==> src/rtl/rv32i_pkg.sv <==
// rv32i_pkg: shared RV32I/M encodings and muldiv FSM state type
package rv32i_pkg;
  localparam logic [6:0] OPC_OP    = 7'b0110011;
  localparam logic [6:0] F7_MULDIV = 7'b0000001;
  localparam logic [2:0] F3_MUL    = 3'b000;
  localparam logic [2:0] F3_MULH   = 3'b001;
  localparam logic [2:0] F3_MULHSU = 3'b010;
  localparam logic [2:0] F3_MULHU  = 3'b011;
  localparam logic [2:0] F3_DIV    = 3'b100;
  localparam logic [2:0] F3_DIVU   = 3'b101;
  localparam logic [2:0] F3_REM    = 3'b110;
  localparam logic [2:0] F3_REMU   = 3'b111;
  typedef enum logic [1:0] {S_IDLE, S_CALC, S_DONE} md_state_t;
endpackage

==> src/rtl/ex_muldiv_unit.sv <==
// ex_muldiv_unit: iterative RV32M multiply/divide unit for the EX stage
module ex_muldiv_unit
  import rv32i_pkg::*;
#(
  parameter int XLEN = 32
) (
  input  logic            clk,
  input  logic            rst,
  input  logic            valid_in,
  input  logic [6:0]      opcode_in,
  input  logic [6:0]      funct7_in,
  input  logic [2:0]      funct3_in,
  input  logic [XLEN-1:0] data1_in,
  input  logic [XLEN-1:0] data2_in,
  input  logic [4:0]      rd_in,
  input  logic            flush_in,
  output logic            stall_req,
  output logic            done,
  output logic [XLEN-1:0] result,
  output logic [4:0]      rd_out,
  output logic            wr_reg_n_out
);
  md_state_t         r_state, w_nstate;
  logic [5:0]        r_count;
  logic [2*XLEN-1:0] r_acc;
  logic [XLEN-1:0]   r_b;
  logic [2:0]        r_f3;
  logic [4:0]        r_rd;
  logic              r_neg, r_rneg;
  logic [XLEN-1:0]   r_result;
  logic [4:0]        r_rd_out;
  logic              w_mop, w_accept, w_sa, w_sb, w_an, w_bn, w_dz, w_ov, w_ge;
  logic [XLEN-1:0]   w_amag, w_bmag, w_spec, w_sub, w_q, w_r, w_fix;
  logic [XLEN:0]     w_sum, w_top;
  logic [2*XLEN-1:0] w_acc_n, w_prod;

  assign w_mop  = valid_in && opcode_in == OPC_OP && funct7_in == F7_MULDIV;
  assign w_sa   = funct3_in inside {F3_MULH, F3_MULHSU, F3_DIV, F3_REM};
  assign w_sb   = funct3_in inside {F3_MULH, F3_DIV, F3_REM};
  assign w_an   = w_sa && data1_in[XLEN-1];
  assign w_bn   = w_sb && data2_in[XLEN-1];
  assign w_amag = w_an ? -data1_in : data1_in;
  assign w_bmag = w_bn ? -data2_in : data2_in;
  assign w_dz   = funct3_in[2] && data2_in == '0;
  assign w_ov   = funct3_in[2] && !funct3_in[0] && data1_in == {1'b1, {(XLEN-1){1'b0}}} && &data2_in;
  assign w_spec = w_dz ? (funct3_in[1] ? data1_in : '1) : (funct3_in[1] ? '0 : data1_in);
  // One radix-2 step: shift-add for multiply, restoring subtract for divide
  assign w_sum   = {1'b0, r_acc[2*XLEN-1:XLEN]} + (r_acc[0] ? {1'b0, r_b} : '0);
  assign w_top   = r_acc[2*XLEN-1:XLEN-1];
  assign w_ge    = w_top >= {1'b0, r_b};
  assign w_sub   = w_top[XLEN-1:0] - r_b;
  assign w_acc_n = !r_f3[2] ? {w_sum, r_acc[XLEN-1:1]} :
                   w_ge ? {w_sub, r_acc[XLEN-2:0], 1'b1} : {w_top[XLEN-1:0], r_acc[XLEN-2:0], 1'b0};
  // Sign fix-up applied to the final step's value as it is written to result
  assign w_prod = r_neg ? -w_acc_n : w_acc_n;
  assign w_q    = r_neg ? -w_acc_n[XLEN-1:0] : w_acc_n[XLEN-1:0];
  assign w_r    = r_rneg ? -w_acc_n[2*XLEN-1:XLEN] : w_acc_n[2*XLEN-1:XLEN];
  assign w_fix  = !r_f3[2] ? (r_f3 == F3_MUL ? w_prod[XLEN-1:0] : w_prod[2*XLEN-1:XLEN]) : (r_f3[1] ? w_r : w_q);
  assign result = r_result;
  assign rd_out = r_rd_out;

  // State register
  always_ff @(posedge clk) begin
    if (rst) r_state <= S_IDLE;
    else r_state <= w_nstate;
  end

  // Next state and handshake outputs; flush beats acceptance
  always_comb begin
    w_nstate     = r_state;
    w_accept     = 1'b0;
    stall_req    = (r_state == S_IDLE && w_mop) || r_state == S_CALC;
    done         = r_state == S_DONE;
    wr_reg_n_out = r_state != S_DONE;
    if (flush_in) w_nstate = S_IDLE;
    else if (r_state == S_IDLE && w_mop) begin
      w_accept = 1'b1;
      w_nstate = (w_dz || w_ov) ? S_DONE : S_CALC;
    end
    else if (r_state == S_CALC && r_count == 6'd31) w_nstate = S_DONE;
    else if (r_state == S_DONE) w_nstate = S_IDLE;
  end

  // Operand latch, iteration datapath and result/rd holding registers
  always_ff @(posedge clk) begin
    if (rst) begin
      r_count  <= '0;
      r_acc    <= '0;
      r_b      <= '0;
      r_f3     <= '0;
      r_rd     <= '0;
      r_neg    <= 1'b0;
      r_rneg   <= 1'b0;
      r_result <= '0;
      r_rd_out <= '0;
    end else if (w_accept) begin
      r_acc   <= {{XLEN{1'b0}}, w_amag};
      r_b     <= w_bmag;
      r_f3    <= funct3_in;
      r_rd    <= rd_in;
      r_neg   <= w_an ^ w_bn;
      r_rneg  <= w_an;
      r_count <= '0;
      if (w_dz || w_ov) begin
        r_result <= w_spec;
        r_rd_out <= rd_in;
      end
    end else if (r_state == S_CALC && !flush_in) begin
      r_acc   <= w_acc_n;
      r_count <= r_count + 6'd1;
      if (r_count == 6'd31) begin
        r_result <= w_fix;
        r_rd_out <= r_rd;
      end
    end
  end
endmodule
==> config.mk <==
export PLATFORM = sky130hd
export DESIGN_NAME = ex_muldiv_unit
export DESIGN_NICKNAME = d
export VERILOG_FILES = /design/src/rtl/rv32i_pkg.sv /design/src/rtl/ex_muldiv_unit.sv
export SDC_FILE = /design/constraint.sdc
export NUM_CORES = 1
export LEC_CHECK = 0
export CAP_MARGIN = 20
export CORE_ASPECT_RATIO = 1.75
export CORE_MARGIN = 2
export CORE_UTILIZATION = 34
export CTS_BUF_LIST = sky130_fd_sc_hd__clkbuf_8
export CTS_CLUSTER_SIZE = 16
export DETAILED_ROUTE_END_ITERATION = 10
export PLACE_DENSITY = 0.55
export SYNTH_ARGS = -nofsm -noshare
export SYNTH_HDL_FRONTEND = slang
export SYNTH_SLANG_ARGS = --single-unit
==> constraint.sdc <==
create_clock -name clk -period 7 [get_ports clk]
set_input_delay 1.4 -clock clk [delete_from_list [all_inputs] [get_ports clk]]
set_output_delay 1.4 -clock clk [all_outputs]
set_load 0.005 [all_outputs]
==> results of run 1 <==
-- cell usage after synthesis, types with 18 or more instances --
cell	n
a211oi_1	72
a21o_1	30
a21oi_1	214
a22oi_1	20
a311oi_1	19
a31oi_1	25
and2_1	39
and3_1	18
buf_2	33
clkbuf_1	103
dfxtp_1	151
ha_1	70
inv_1	61
maj3_1	28
mux2_2	22
mux2i_1	32
nand2_1	231
nand2b_1	23
nand3_1	37
nand4_1	51
nor2_1	268
nor3_1	78
nor4_1	18
o211ai_1	29
o21a_1	24
o21ai_0	126
o31ai_1	37
or3_1	33
xnor2_1	99
xor2_1	66
-- where the power goes --
group          switching (mW)  total, mW  leakage, nW  internal [mW]
clock network           0.408      0.803        0.223          0.395
logic                   0.113      0.199         5.43         0.0860
registers           0.0000158      0.858         1.22          0.858
-- tightest hold or removal path: cells and delay by family (launching register included) --
kind             cells  cell delay [ns]
AND/OR/NAND/NOR      1             0.05
AO/OA/AOI/OAI        1             0.05
flip-flops           1             0.34
-- metrics by stage --
step / hold slack (ns) / area [µm²]
after floorplan: 0.435 / 16200
after global placement: 0.448 / 18100
after detailed placement: 0.461 / 18100
after CTS: 0.475 / 18600
after global routing: 0.508 / 18600
final: 0.471 / 18600
-- worst paths after layout --
| check | endpoint | from | slack [ns] | depth (start not counted) |
|---|---|---|---|---|
| hold reg to reg | result[21] | result[21] | 0.47 | 2 |
| hold / removal | result[21] | result[21] | 0.47 | 2 |
| setup reg to reg | result[28] | r_acc[47] | 0.93 | 19 |
| setup / recovery | result[28] | r_acc[47] | 0.93 | 19 |
-- state kept, by name, summed over array words and instances, names as in the netlist --
name	cells
result	32
r_rd	5
r_neg	1
r_state	2
r_count	6
r_rneg	1
r_f3	3
r_b	32
r_acc	64
rd_out	5
-- cell families after synthesis --
family                     share of synthesized area
buffers and inverters                         0.0559
adders and majority gates                     0.0736
xor gates and xnor gates                      0.0889
AOI/OAI and AO/OA                              0.297
DFF                                            0.186
and+or+nand+nor                                0.263
muxes                                         0.0350
-- layout make-up --
cell class	instances	area share
diodes	2	0.000270
well taps	594	0.0400
clock inverters	13	0.00984
clock buffers	18	0.0133
flip-flops and latches	151	0.163
multi-input cells	1941	0.665
repair buffers	193	0.0960
inverters	62	0.0125
-- layer usage --
metal / up-vias / share of wire / GRT usage / wire length, µm
li1: 8632 / - / - / -
met1: 8846 / 0.33 / 0.297 / 26000
met2: 832 / 0.52 / 0.584 / 40700
met3: 309 / 0.045 / 0.0280 / 3520
met4: 0 / 0.11 / 0.286 / 8570
met5: - / 0 / 0 / 0
==> impl_results.html, run 1 <==
<table>
<tr><th>Metric</th><th>Value</th></tr>
<tr><th colspan="2">GRT</th></tr>
<tr><td>Overflow left after global routing</td><td>0</td></tr>
<tr><td>Global-route wire length before repair</td><td>around 120000 µm</td></tr>
<tr><td>Vias in the first global route</td><td>18.2k</td></tr>
<tr><td>Largest net degree at the start of global routing</td><td>110</td></tr>
<tr><td>Antenna violations before repair</td><td>1</td></tr>
<tr><td>Total Routing Usage GR</td><td>0.312</td></tr>
<tr><th colspan="2">Clock tree</th></tr>
<tr><td>Clock latency at the later pin of the worst-skew pair</td><td>about 0.54 ns</td></tr>
<tr><td>TritonCTS buffer count</td><td>17</td></tr>
<tr><td>Buffers inserted during post-CTS setup optimization</td><td>0</td></tr>
<tr><td>Clock transition time at the flip-flop clock pins of the worst setup and hold paths</td><td>between 0.1 and 0.15 ns</td></tr>
<tr><td>CTS-repair resized insts</td><td>0</td></tr>
<tr><td>CTS tree</td><td>built</td></tr>
<tr><td>Maximum count of clock buffers along a single path</td><td>2</td></tr>
<tr><td>H-tree levels</td><td>4</td></tr>
<tr><td>Number of buffers added to fix hold violations after cts</td><td>0</td></tr>
<tr><td>Cell at the root of the clock tree</td><td>clkbuf_8</td></tr>
<tr><td>Sinks on Clock Net</td><td>around 150</td></tr>
<tr><th colspan="2">Layout</th></tr>
<tr><td>Layout cells sized above 1</td><td>0.0669</td></tr>
<tr><td>Most common cell after layout, fill and taps aside</td><td>nor2_1</td></tr>
<tr><td>Multi-input combinational cell area</td><td>approximately 12000 µm²</td></tr>
<tr><td>Number of cells in the finished layout apart from fillers</td><td>just under 3k</td></tr>
<tr><td>Final layout net count</td><td>2528</td></tr>
<tr><td>Core utilization of the finished layout</td><td>0.391</td></tr>
<tr><td>Area Overhead vs Synth</td><td>14.3%</td></tr>
<tr><td>Most used cells in the layout excluding fill and tap cells</td><td>nor2_1, nand2_1, a21oi_1, dfxtp_1, clkdlybuf4s50_1</td></tr>
<tr><td>Sequential cell area</td><td>about 3000 µm²</td></tr>
<tr><td># fillers</td><td>just over 5k</td></tr>
<tr><th colspan="2">Hold path</th></tr>
<tr><td>Tightest Hold Check Type</td><td>reg -&gt; reg</td></tr>
<tr><th colspan="2">Yosys</th></tr>
<tr><td>Number of flops mapped to enable cells by yosys</td><td>0</td></tr>
<tr><td>Most used DFF post-synth</td><td>dfxtp_1</td></tr>
<tr><td>Register bit total from synthesis</td><td>around 150</td></tr>
<tr><td>Mean area per synthesized cell</td><td>around 7 µm²</td></tr>
<tr><td>Largest area contributor in the synthesized netlist</td><td>dfxtp_1</td></tr>
<tr><td>Summed instance area of the synthesized netlist</td><td>between 15000 and 20000 µm²</td></tr>
<tr><td>Share of Yosys cell area claimed by the top area cell type</td><td>0.186</td></tr>
<tr><td>Top cells by area, synth</td><td>dfxtp_1, a21oi_1, nor2_1</td></tr>
<tr><td>Gate count after technology mapping</td><td>2311</td></tr>
<tr><td>Library cells used by synthesis</td><td>a little over 90</td></tr>
<tr><td>Share of flip-flops with an asynchronous set or reset</td><td>0</td></tr>
<tr><td>Syn_nets</td><td>2473</td></tr>
<tr><td>Sequential cell area fraction in the yosys report</td><td>0.186</td></tr>
<tr><td>Yosys warning total</td><td>0</td></tr>
<tr><th colspan="2">Drt</th></tr>
<tr><td>Vias/cell</td><td>~6.3</td></tr>
<tr><td>DR pass1 iterations</td><td>8</td></tr>
<tr><td>Routed len/inst</td><td>26.5 µm</td></tr>
<tr><td>Post-detailed-routing wire length</td><td>just under 80000 µm</td></tr>
<tr><td>DRC violations left</td><td>0</td></tr>
<tr><td>Number of design-rule violations left by the first detailed-router iteration</td><td>around 1.6k</td></tr>
<tr><td>Antenna Nets Post-Route</td><td>0</td></tr>
<tr><td>Routed via count</td><td>roughly 19k</td></tr>
<tr><th colspan="2">Worst setup path</th></tr>
<tr><td>Kind of cell with the highest combined delay on the critical path</td><td>compound AO/OA/AOI/OAI gates</td></tr>
<tr><td>Crit-path max cell delay</td><td>0.61 ns</td></tr>
<tr><td>Number of buffer and inverter stages on the critical path</td><td>0</td></tr>
<tr><td>Startpoint type of the worst setup path</td><td>flop</td></tr>
<tr><td>Arrival time of the worst setup path</td><td>roughly 6.5 ns</td></tr>
<tr><td>Required time of the critical path</td><td>around 7.4 ns</td></tr>
<tr><td>Cells traversed along the worst timing path</td><td>ha_1 &gt; a21oi_1 &gt; o21ai_1 &gt; a22o_1 &gt; o21ai_2 &gt; nand3_1 &gt; mux2_2 &gt; a21oi_1 &gt; ha_1 &gt; nand2_1 &gt; a311o_1 &gt; o311a_1 &gt; or2_1 &gt; or4_4 &gt; nor4_4 &gt; nand2_1 &gt; o21a_1 &gt; o21a_1 &gt; a311oi_1</td></tr>
<tr><td>Top fanout value on the critical path</td><td>11</td></tr>
<tr><td>Startpoint-to-endpoint class of the critical path</td><td>reg -&gt; reg</td></tr>
<tr><td>Cell type of the slowest stage on the worst timing path</td><td>or4_4</td></tr>
<tr><td>Endpoint class of the critical path</td><td>flop</td></tr>
<tr><th colspan="2">STA</th></tr>
<tr><td>Minimum clock period</td><td>about 6.1 ns</td></tr>
<tr><td>Unrepaired setup endpoints after global routing</td><td>no</td></tr>
<tr><td>Final hold violations</td><td>0</td></tr>
<tr><td>Sum of negative setup slack</td><td>0 ns</td></tr>
<tr><td>Worst Max-Slew Pin Slew</td><td>1.17 ns</td></tr>
<tr><td>Clk_skew</td><td>about 0.022 ns</td></tr>
<tr><td>Worst path setup slack after routing</td><td>around 0.93 ns</td></tr>
<tr><td>Total count of max-transition violations in the final report</td><td>0</td></tr>
<tr><td>Endpoints failing setup</td><td>0</td></tr>
<tr><td>Highest clock frequency the design can meet</td><td>roughly 160 MHz</td></tr>
<tr><td>Worst max-slew margin expressed relative to the limit</td><td>0.217</td></tr>
<tr><td>Share of the clock period used by the worst path after layout</td><td>0.867</td></tr>
<tr><th colspan="2">Floorplan</th></tr>
<tr><td>Core box area</td><td>47500 µm²</td></tr>
<tr><td>Effective utilization at floorplan</td><td>0.342</td></tr>
<tr><td>Die height</td><td>around 290 µm</td></tr>
<tr><td>Number of primary I/O pins</td><td>130</td></tr>
<tr><td>Die extent in x</td><td>169 µm</td></tr>
<tr><td>Die Area</td><td>roughly 50000 µm²</td></tr>
<tr><td>Number of rows created at floorplan</td><td>around 110</td></tr>
<tr><th colspan="2">Flow run</th></tr>
<tr><td>Number of violations of the max-capacitance limit</td><td>0</td></tr>
<tr><th colspan="2">Pwr</th></tr>
<tr><td>Power Dens Cells</td><td>100 nW/µm²</td></tr>
<tr><td>Lkg Pwr</td><td>around 6.9 nW</td></tr>
<tr><td>Total power draw</td><td>about 1.9 mW</td></tr>
<tr><td>Peak supply drop</td><td>0.000115 V</td></tr>
<tr><th colspan="2">Place</th></tr>
<tr><td>Detailed-placement wirelength estimate</td><td>62600 µm</td></tr>
<tr><td>Number of placed instances, taps included</td><td>2940</td></tr>
<tr><td>Port Buffer Count</td><td>around 130</td></tr>
<tr><td>RePlAce Congestion</td><td>1.03</td></tr>
<tr><td>Placement Setup Slack</td><td>1.01 ns</td></tr>
<tr><th colspan="2">Run status</th></tr>
<tr><td>Result of the run</td><td>completed</td></tr>
</table>
No activity file was read; power rests on OpenSTA's default activity.
==> inputs of run 2 (changes only) <==
Settings changed: GPL_ROUTABILITY_DRIVEN set to 0.
==> impl_results.html, run 2 (synthesis results as in run 1) <==
<table>
<tr><th>Metric</th><th>Value</th></tr>
<tr><th colspan="2">Drt</th></tr>
<tr><td>Number of design-rule violations left by the first detailed-router iteration</td><td>1614</td></tr>
<tr><td>Routed via count</td><td>approximately 19k</td></tr>
<tr><td>Vias/cell</td><td>roughly 6.3</td></tr>
<tr><td>DR pass1 iterations</td><td>7</td></tr>
<tr><td>Routed len/inst</td><td>about 26 µm</td></tr>
<tr><td>Post-detailed-routing wire length</td><td>around 77000 µm</td></tr>
<tr><td>DRC violations left</td><td>0</td></tr>
<tr><td>Antenna Nets Post-Route</td><td>0</td></tr>
<tr><th colspan="2">GRT</th></tr>
<tr><td>Vias in the first global route</td><td>~19k</td></tr>
<tr><td>Total Routing Usage GR</td><td>0.309</td></tr>
<tr><td>Largest net degree at the start of global routing</td><td>between 80 and 90</td></tr>
<tr><td>Global-route wire length before repair</td><td>115000 µm</td></tr>
<tr><td>Overflow left after global routing</td><td>0</td></tr>
<tr><td>Antenna violations before repair</td><td>3</td></tr>
<tr><th colspan="2">Floorplan</th></tr>
<tr><td>Number of primary I/O pins</td><td>130</td></tr>
<tr><td>Die Area</td><td>~50000 µm²</td></tr>
<tr><td>Die extent in x</td><td>approximately 170 µm</td></tr>
<tr><td>Effective utilization at floorplan</td><td>0.342</td></tr>
<tr><td>Core box area</td><td>about 47000 µm²</td></tr>
<tr><td>Die height</td><td>293 µm</td></tr>
<tr><td>Number of rows created at floorplan</td><td>~110</td></tr>
<tr><th colspan="2">Clock tree</th></tr>
<tr><td>CTS-repair resized insts</td><td>0</td></tr>
<tr><td>H-tree levels</td><td>4</td></tr>
<tr><td>Clock latency at the later pin of the worst-skew pair</td><td>approximately 0.55 ns</td></tr>
<tr><td>Buffers inserted during post-CTS setup optimization</td><td>0</td></tr>
<tr><td>Sinks on Clock Net</td><td>around 150</td></tr>
<tr><td>TritonCTS buffer count</td><td>17</td></tr>
<tr><td>Cell at the root of the clock tree</td><td>clkbuf_8</td></tr>
<tr><td>CTS tree</td><td>built</td></tr>
<tr><td>Number of buffers added to fix hold violations after cts</td><td>0</td></tr>
<tr><td>Maximum count of clock buffers along a single path</td><td>2</td></tr>
<tr><td>Clock transition time at the flip-flop clock pins of the worst setup and hold paths</td><td>roughly 0.11 ns</td></tr>
<tr><th colspan="2">STA</th></tr>
<tr><td>Minimum clock period</td><td>~6 ns</td></tr>
<tr><td>Endpoints failing setup</td><td>0</td></tr>
<tr><td>Worst Max-Slew Pin Slew</td><td>1.12 ns</td></tr>
<tr><td>Clk_skew</td><td>~0.029 ns</td></tr>
<tr><td>Worst path setup slack after routing</td><td>between 0.8 and 0.9 ns</td></tr>
<tr><td>Unrepaired setup endpoints after global routing</td><td>no</td></tr>
<tr><td>Worst max-slew margin expressed relative to the limit</td><td>0.249</td></tr>
<tr><td>Highest clock frequency the design can meet</td><td>164 MHz</td></tr>
<tr><td>Total count of max-transition violations in the final report</td><td>0</td></tr>
<tr><td>Share of the clock period used by the worst path after layout</td><td>0.873</td></tr>
<tr><td>Sum of negative setup slack</td><td>0 ns</td></tr>
<tr><td>Final hold violations</td><td>0</td></tr>
<tr><th colspan="2">Layout</th></tr>
<tr><td>Most common cell after layout, fill and taps aside</td><td>nor2_1</td></tr>
<tr><td>Most used cells in the layout excluding fill and tap cells</td><td>nor2_1, nand2_1, a21oi_1, dfxtp_1, clkdlybuf4s50_1</td></tr>
<tr><td>Largest register FFs</td><td>64</td></tr>
<tr><td>Top register by number of flip-flops</td><td>r_acc</td></tr>
<tr><td>Final layout net count</td><td>2518</td></tr>
<tr><td>Layout cells sized above 1</td><td>0.0638</td></tr>
<tr><td>Area Overhead vs Synth</td><td>13.3%</td></tr>
<tr><th colspan="2">Worst setup path</th></tr>
<tr><td>Cell count along the critical path</td><td>21</td></tr>
<tr><td>Number of buffer and inverter stages on the critical path</td><td>2</td></tr>
<tr><td>Cells traversed along the worst timing path</td><td>inv_1 &gt; ha_1 &gt; nand4_1 &gt; nor4_1 &gt; buf_4 &gt; nand4_1 &gt; and2_1 &gt; nand3_1 &gt; mux2_2 &gt; a21oi_1 &gt; ha_1 &gt; nand2_1 &gt; a311o_1 &gt; o311a_1 &gt; or2_1 &gt; or4_4 &gt; nor4_4 &gt; nand2_1 &gt; o31a_1 &gt; o21ai_0 &gt; a311oi_1</td></tr>
<tr><td>Top fanout value on the critical path</td><td>11</td></tr>
<tr><td>Startpoint-to-endpoint class of the critical path</td><td>reg -&gt; reg</td></tr>
<tr><td>Startpoint type of the worst setup path</td><td>flop</td></tr>
<tr><td>Arrival time of the worst setup path</td><td>roughly 6.5 ns</td></tr>
<tr><td>Worst Reg2Reg Path Length in Cells</td><td>21</td></tr>
<tr><td>Register-to-Register Setup Slack</td><td>0.89 ns</td></tr>
<tr><td>Kind of cell with the highest combined delay on the critical path</td><td>simple AND/OR/NAND/NOR gates</td></tr>
<tr><td>Origin of the worst setup path</td><td>r_b[23]</td></tr>
<tr><td>Required time of the critical path</td><td>between 7 and 8 ns</td></tr>
<tr><td>Endpoint of the worst register-to-register path</td><td>result[28]</td></tr>
<tr><td>Launch instance of the worst register-to-register path</td><td>r_b[23]</td></tr>
<tr><td>Endpoint class of the critical path</td><td>flop</td></tr>
<tr><td>Crit-path max cell delay</td><td>0.61 ns</td></tr>
<tr><td>Crit path to</td><td>result[28]</td></tr>
<tr><td>Cell type of the slowest stage on the worst timing path</td><td>or4_4</td></tr>
<tr><th colspan="2">Flow run</th></tr>
<tr><td>Number of violations of the max-capacitance limit</td><td>0</td></tr>
<tr><th colspan="2">Place</th></tr>
<tr><td>Port Buffer Count</td><td>roughly 130</td></tr>
<tr><td>Placement Setup Slack</td><td>about 0.97 ns</td></tr>
<tr><td>Detailed-placement wirelength estimate</td><td>around 60000 µm</td></tr>
<tr><th colspan="2">Pwr</th></tr>
<tr><td>Power Dens Cells</td><td>roughly 95 nW/µm²</td></tr>
<tr><td>Lkg Pwr</td><td>6.78 nW</td></tr>
<tr><td>Peak supply drop</td><td>0.000127 V</td></tr>
<tr><th colspan="2">Run status</th></tr>
<tr><td>Result of the run</td><td>completed</td></tr>
<tr><th colspan="2">Hold path</th></tr>
<tr><td>Tightest Hold Check Type</td><td>reg -&gt; reg</td></tr>
</table>
run 2: changes by cell type in the layout (fill, tap and decap cells not counted), moves of 2 or more:
cell | previous run | this run
clkinv_2 | 0 | 2
buf_4 | 63 | 54
bufinv_16 | 4 | 1
clkinvlp_4 | 1 | 4
clkinv_4 | 4 | 1
run 2: routing by layer:
| metal | part of all wire | routed length, µm | vias up | global-route usage |
|---|---|---|---|---|
| li1 | - | - | 8602 | - |
| met3 | 0.050 | 3800 | 366 | 0.0360 |
| met1 | 0.33 | 25300 | 8678 | 0.300 |
| met2 | 0.51 | 38900 | 949 | 0.565 |
| met4 | 0.11 | 8690 | 0 | 0.278 |
| met5 | 0 | 0 | - | 0 |
run 2: worst reg2reg max path, stage by stage (launching register included):
cell and delay (ns):
dfxtp_1 0.51, inv_1 0.09, ha_1 0.44, nand4_1 0.27
nor4_1 0.35, buf_4 0.18, nand4_1 0.13, and2_1 0.23
nand3_1 0.18, mux2_2 0.36, a21oi_1 0.36, ha_1 0.31
nand2_1 0.10, a311o_1 0.31, o311a_1 0.18, or2_1 0.30
or4_4 0.61, nor4_4 0.31, nand2_1 0.16, o31a_1 0.32
o21ai_0 0.16, a311oi_1 0.11
run 2: area by class of cell:
| cell class | count | area [µm²] |
|---|---|---|
| fill | 5111 | 29100 |
| multi-input combinational | 1941 | 12300 |
| sequential | 151 | 3030 |
| timing repair buffer | 183 | 1690 |
| tap | 594 | 743 |
| clock buffer | 19 | 262 |
| inverter | 62 | 233 |
| clock inverter | 12 | 104 |
| antenna | 2 | 5.00 |
run 2: how the worst min path moves through the flow:
stage | start | endpoint | slack (ns) | depth (start not counted)
after floorplan | result[19] | result[19] | 0.43 | 2
after global placement | result[19] | result[19] | 0.44 | 2
after detailed placement | result[19] | result[19] | 0.45 | 2
after CTS | result[19] | result[19] | 0.46 | 2
after global routing | result[19] | result[19] | 0.49 | 2
final | result[19] | result[19] | 0.46 | 2
run 2: through the flow:
step | instances | total power, mW | hold slack, ns | util | instance area (µm²)
after floorplan | 2311 | 0.965 | 0.435 | - | 16200
after global placement | 2929 | 1.07 | 0.436 | 0.380 | 18000
after detailed placement | 2929 | 1.07 | 0.447 | 0.380 | 18000
after CTS | 2960 | 1.76 | 0.459 | 0.387 | 18400
after global routing | 2963 | 1.81 | 0.486 | 0.388 | 18400
final | 2964 | 1.76 | 0.455 | 0.388 | 18400
run 2: power breakdown:
part / total [mW] / internal (mW) / leakage (nW) / switching [mW]
Sequential: 0.858 / 0.858 / 1.22 / 0.0000150
Combinational: 0.199 / 0.0869 / 5.38 / 0.112
Clock: 0.702 / 0.296 / 0.183 / 0.406
==> inputs of run 3 (changes only) <==
Settings changed: CORE_MARGIN 2 to not set, GPL_TIMING_DRIVEN set to 1.
==> impl_results.html, run 3 (synthesis results as in run 1) <==
<table>
<tr><th>Metric</th><th>Value</th></tr>
<tr><th colspan="2">Pwr</th></tr>
<tr><td>Switching share of power</td><td>0.304</td></tr>
<tr><td>Lkg Pwr</td><td>between 6 and 7 nW</td></tr>
<tr><td>Cell-internal power</td><td>1.28 mW</td></tr>
<tr><td>Power Dens Cells</td><td>around 100 nW/µm²</td></tr>
<tr><td>Power share of the sequential group</td><td>0.468</td></tr>
<tr><td>Portion of total power attributed to the clock network</td><td>0.419</td></tr>
<tr><td>Logic pwr share</td><td>0.113</td></tr>
<tr><td>Peak supply drop</td><td>approximately 0.00013 V</td></tr>
<tr><td>Switching pwr</td><td>~560 µW</td></tr>
<tr><td>Total power draw</td><td>between 1.5 and 2 mW</td></tr>
<tr><th colspan="2">Clock tree</th></tr>
<tr><td>Clock latency at the later pin of the worst-skew pair</td><td>around 0.54 ns</td></tr>
<tr><td>Clock transition time at the flip-flop clock pins of the worst setup and hold paths</td><td>about 0.10 ns</td></tr>
<tr><td>Sinks on Clock Net</td><td>around 150</td></tr>
<tr><td>H-tree levels</td><td>4</td></tr>
<tr><td>Cell at the root of the clock tree</td><td>clkbuf_8</td></tr>
<tr><td>Maximum count of clock buffers along a single path</td><td>2</td></tr>
<tr><td>CTS tree</td><td>built</td></tr>
<tr><td>Number of buffers added to fix hold violations after cts</td><td>0</td></tr>
<tr><td>CTS-repair resized insts</td><td>0</td></tr>
<tr><td>TritonCTS buffer count</td><td>17</td></tr>
<tr><td>Buffers inserted during post-CTS setup optimization</td><td>0</td></tr>
<tr><th colspan="2">Layout</th></tr>
<tr><td>Final layout net count</td><td>~2.5k</td></tr>
<tr><td>Most common cell after layout, fill and taps aside</td><td>nor2_1</td></tr>
<tr><td>Area Overhead vs Synth</td><td>13.4%</td></tr>
<tr><td>Layout cells sized above 1</td><td>0.0626</td></tr>
<tr><td>Largest register FFs</td><td>64</td></tr>
<tr><td>Most used cells in the layout excluding fill and tap cells</td><td>nor2_1, nand2_1, a21oi_1, dfxtp_1, clkdlybuf4s50_1</td></tr>
<tr><td>Top register by number of flip-flops</td><td>r_acc</td></tr>
<tr><td>Summed area of non-filler cells in the final layout</td><td>roughly 18000 µm²</td></tr>
<tr><th colspan="2">Worst setup path</th></tr>
<tr><td>Worst Reg2Reg Path Length in Cells</td><td>20</td></tr>
<tr><td>Endpoint class of the critical path</td><td>flop</td></tr>
<tr><td>Startpoint-to-endpoint class of the critical path</td><td>reg -&gt; reg</td></tr>
<tr><td>Startpoint type of the worst setup path</td><td>flop</td></tr>
<tr><td>Required time of the critical path</td><td>roughly 7.4 ns</td></tr>
<tr><td>Cells traversed along the worst timing path</td><td>inv_1 &gt; ha_1 &gt; and2b_1 &gt; o2111ai_2 &gt; a211oi_4 &gt; o2111ai_2 &gt; nand3_1 &gt; mux2_2 &gt; a21oi_1 &gt; ha_1 &gt; nand2_1 &gt; a311o_1 &gt; o311a_1 &gt; or2_1 &gt; or4_4 &gt; o21ai_1 &gt; xnor2_1 &gt; a211oi_1 &gt; a21oi_1 &gt; a31oi_1</td></tr>
<tr><td>Top fanout value on the critical path</td><td>11</td></tr>
<tr><td>Cell type of the slowest stage on the worst timing path</td><td>or4_4</td></tr>
<tr><td>Arrival time of the worst setup path</td><td>6.65 ns</td></tr>
<tr><td>Crit-path max cell delay</td><td>0.62 ns</td></tr>
<tr><th colspan="2">Place</th></tr>
<tr><td>Standard cell area after detailed placement</td><td>between 15000 and 20000 µm²</td></tr>
<tr><td>Detailed-placement wirelength estimate</td><td>approximately 58000 µm</td></tr>
<tr><td>Port Buffer Count</td><td>129</td></tr>
<tr><th colspan="2">Drt</th></tr>
<tr><td>Number of design-rule violations left by the first detailed-router iteration</td><td>between 1k and 1.5k</td></tr>
<tr><td>Routed len/inst</td><td>between 20 and 30 µm</td></tr>
<tr><td>Antenna Nets Post-Route</td><td>0</td></tr>
<tr><td>DR pass1 iterations</td><td>6</td></tr>
<tr><td>Post-detailed-routing wire length</td><td>between 70000 and 80000 µm</td></tr>
<tr><td>Routed via count</td><td>approximately 19k</td></tr>
<tr><td>DRC violations left</td><td>0</td></tr>
<tr><td>Vias/cell</td><td>approximately 6.3</td></tr>
<tr><th colspan="2">Floorplan</th></tr>
<tr><td>Effective utilization at floorplan</td><td>0.345</td></tr>
<tr><td>Die height</td><td>approximately 290 µm</td></tr>
<tr><td>Number of rows created at floorplan</td><td>roughly 110</td></tr>
<tr><td>Die extent in x</td><td>167 µm</td></tr>
<tr><td>Number of primary I/O pins</td><td>130</td></tr>
<tr><td>Die Area</td><td>48700 µm²</td></tr>
<tr><td>Core box area</td><td>between 40000 and 50000 µm²</td></tr>
<tr><th colspan="2">STA</th></tr>
<tr><td>Clk_skew</td><td>~0.020 ns</td></tr>
<tr><td>Sum of negative setup slack</td><td>0 ns</td></tr>
<tr><td>Minimum clock period</td><td>roughly 6.2 ns</td></tr>
<tr><td>Share of the clock period used by the worst path after layout</td><td>0.892</td></tr>
<tr><td>Unrepaired setup endpoints after global routing</td><td>no</td></tr>
<tr><td>Final hold violations</td><td>0</td></tr>
<tr><td>Total count of max-transition violations in the final report</td><td>0</td></tr>
<tr><td>Worst max-slew margin expressed relative to the limit</td><td>0.264</td></tr>
<tr><td>Highest clock frequency the design can meet</td><td>roughly 160 MHz</td></tr>
<tr><td>Endpoints failing setup</td><td>0</td></tr>
<tr><td>Worst Max-Slew Pin Slew</td><td>~1.1 ns</td></tr>
<tr><th colspan="2">GRT</th></tr>
<tr><td>Global-route wire length before repair</td><td>between 100000 and 150000 µm</td></tr>
<tr><td>Antenna violations before repair</td><td>2</td></tr>
<tr><td>Largest net degree at the start of global routing</td><td>a little under 70</td></tr>
<tr><td>Overflow left after global routing</td><td>0</td></tr>
<tr><td>Vias in the first global route</td><td>~18k</td></tr>
<tr><td>Total Routing Usage GR</td><td>0.307</td></tr>
<tr><th colspan="2">Hold path</th></tr>
<tr><td>Tightest Hold Check Type</td><td>reg -&gt; reg</td></tr>
<tr><td>Hold Path Depth</td><td>2</td></tr>
<tr><th colspan="2">Run status</th></tr>
<tr><td>Result of the run</td><td>completed</td></tr>
<tr><th colspan="2">Flow run</th></tr>
<tr><td>Number of violations of the max-capacitance limit</td><td>0</td></tr>
</table>
==> run 3: cell types whose count changed in the layout (fill, tap and decap cells not counted), sizes merged <==
cell and delta:
bufinv +1, clkinvlp -2, clkbuf -1, clkinv -1, inv +5, buf -6
==> run 3: path summary, 6_finish.rpt <==
kind / start / to / slack [ns]
hold reg to reg: result[19] / result[19] / 0.45
hold / removal: result[19] / result[19] / 0.45
setup / recovery: r_acc[31] / result[18] / 0.76
setup reg to reg: r_acc[31] / result[18] / 0.76
==> run 3: worst max-delay path, delay by kind of cell, from the launching register on <==
kind                       cells  cell delay (ns)
adders and majority gates      2             0.55
DFF                            1             0.56
buffers and inverters          1             0.13
xor gates and xnor gates       1             0.14
AOI/OAI and AO/OA             10             2.80
and+or+nand+nor                5             1.56
muxes                          1             0.36
==> run 3: per-layer routing <==
layer / vias to the layer above / part of all wire / wire length (µm) / global-route usage
li1: 8584 / - / - / -
met1: 8876 / 0.34 / 25300 / 0.294
met2: 837 / 0.50 / 37400 / 0.554
met3: 337 / 0.051 / 3860 / 0.0484
met4: 2 / 0.11 / 8450 / 0.294
met5: - / 0.00019 / 14 / 0
==> run 3: layout make-up <==
class / count / area [µm²]
Antenna cell: 2 / 5.00
Clock buffer: 17 / 234
Clock inverter: 15 / 181
Fill cell: 4974 / 28600
Inverter: 62 / 233
Multi-Input combinational cell: 1941 / 12300
Sequential cell: 151 / 3030
Tap cell: 588 / 736
Timing Repair Buffer: 178 / 1660
==> run 3: through the flow <==
stage,utilization,worst slack [ns],instances,hold WS [ns]
after floorplan,-,1.41,2311,0.435
after global placement,0.382,1.01,2916,0.434
after detailed placement,0.382,1.02,2916,0.444
after CTS,0.391,1.03,2948,0.458
after global routing,0.392,0.485,2953,0.484
final,0.392,0.757,2954,0.455
==> run 3: power by group through the flow <==
stage | clock [mW] | sequential, mW | combinational [mW]
6_report | 0.769 | 0.858 | 0.207
3_5_place_dp | 0 | 0.878 | 0.201
5_1_grt | 0.807 | 0.858 | 0.218
2_1_floorplan | 0 | 0.878 | 0.0862
3_3_place_gp | 0 | 0.878 | 0.201
4_1_cts | 0.780 | 0.858 | 0.202
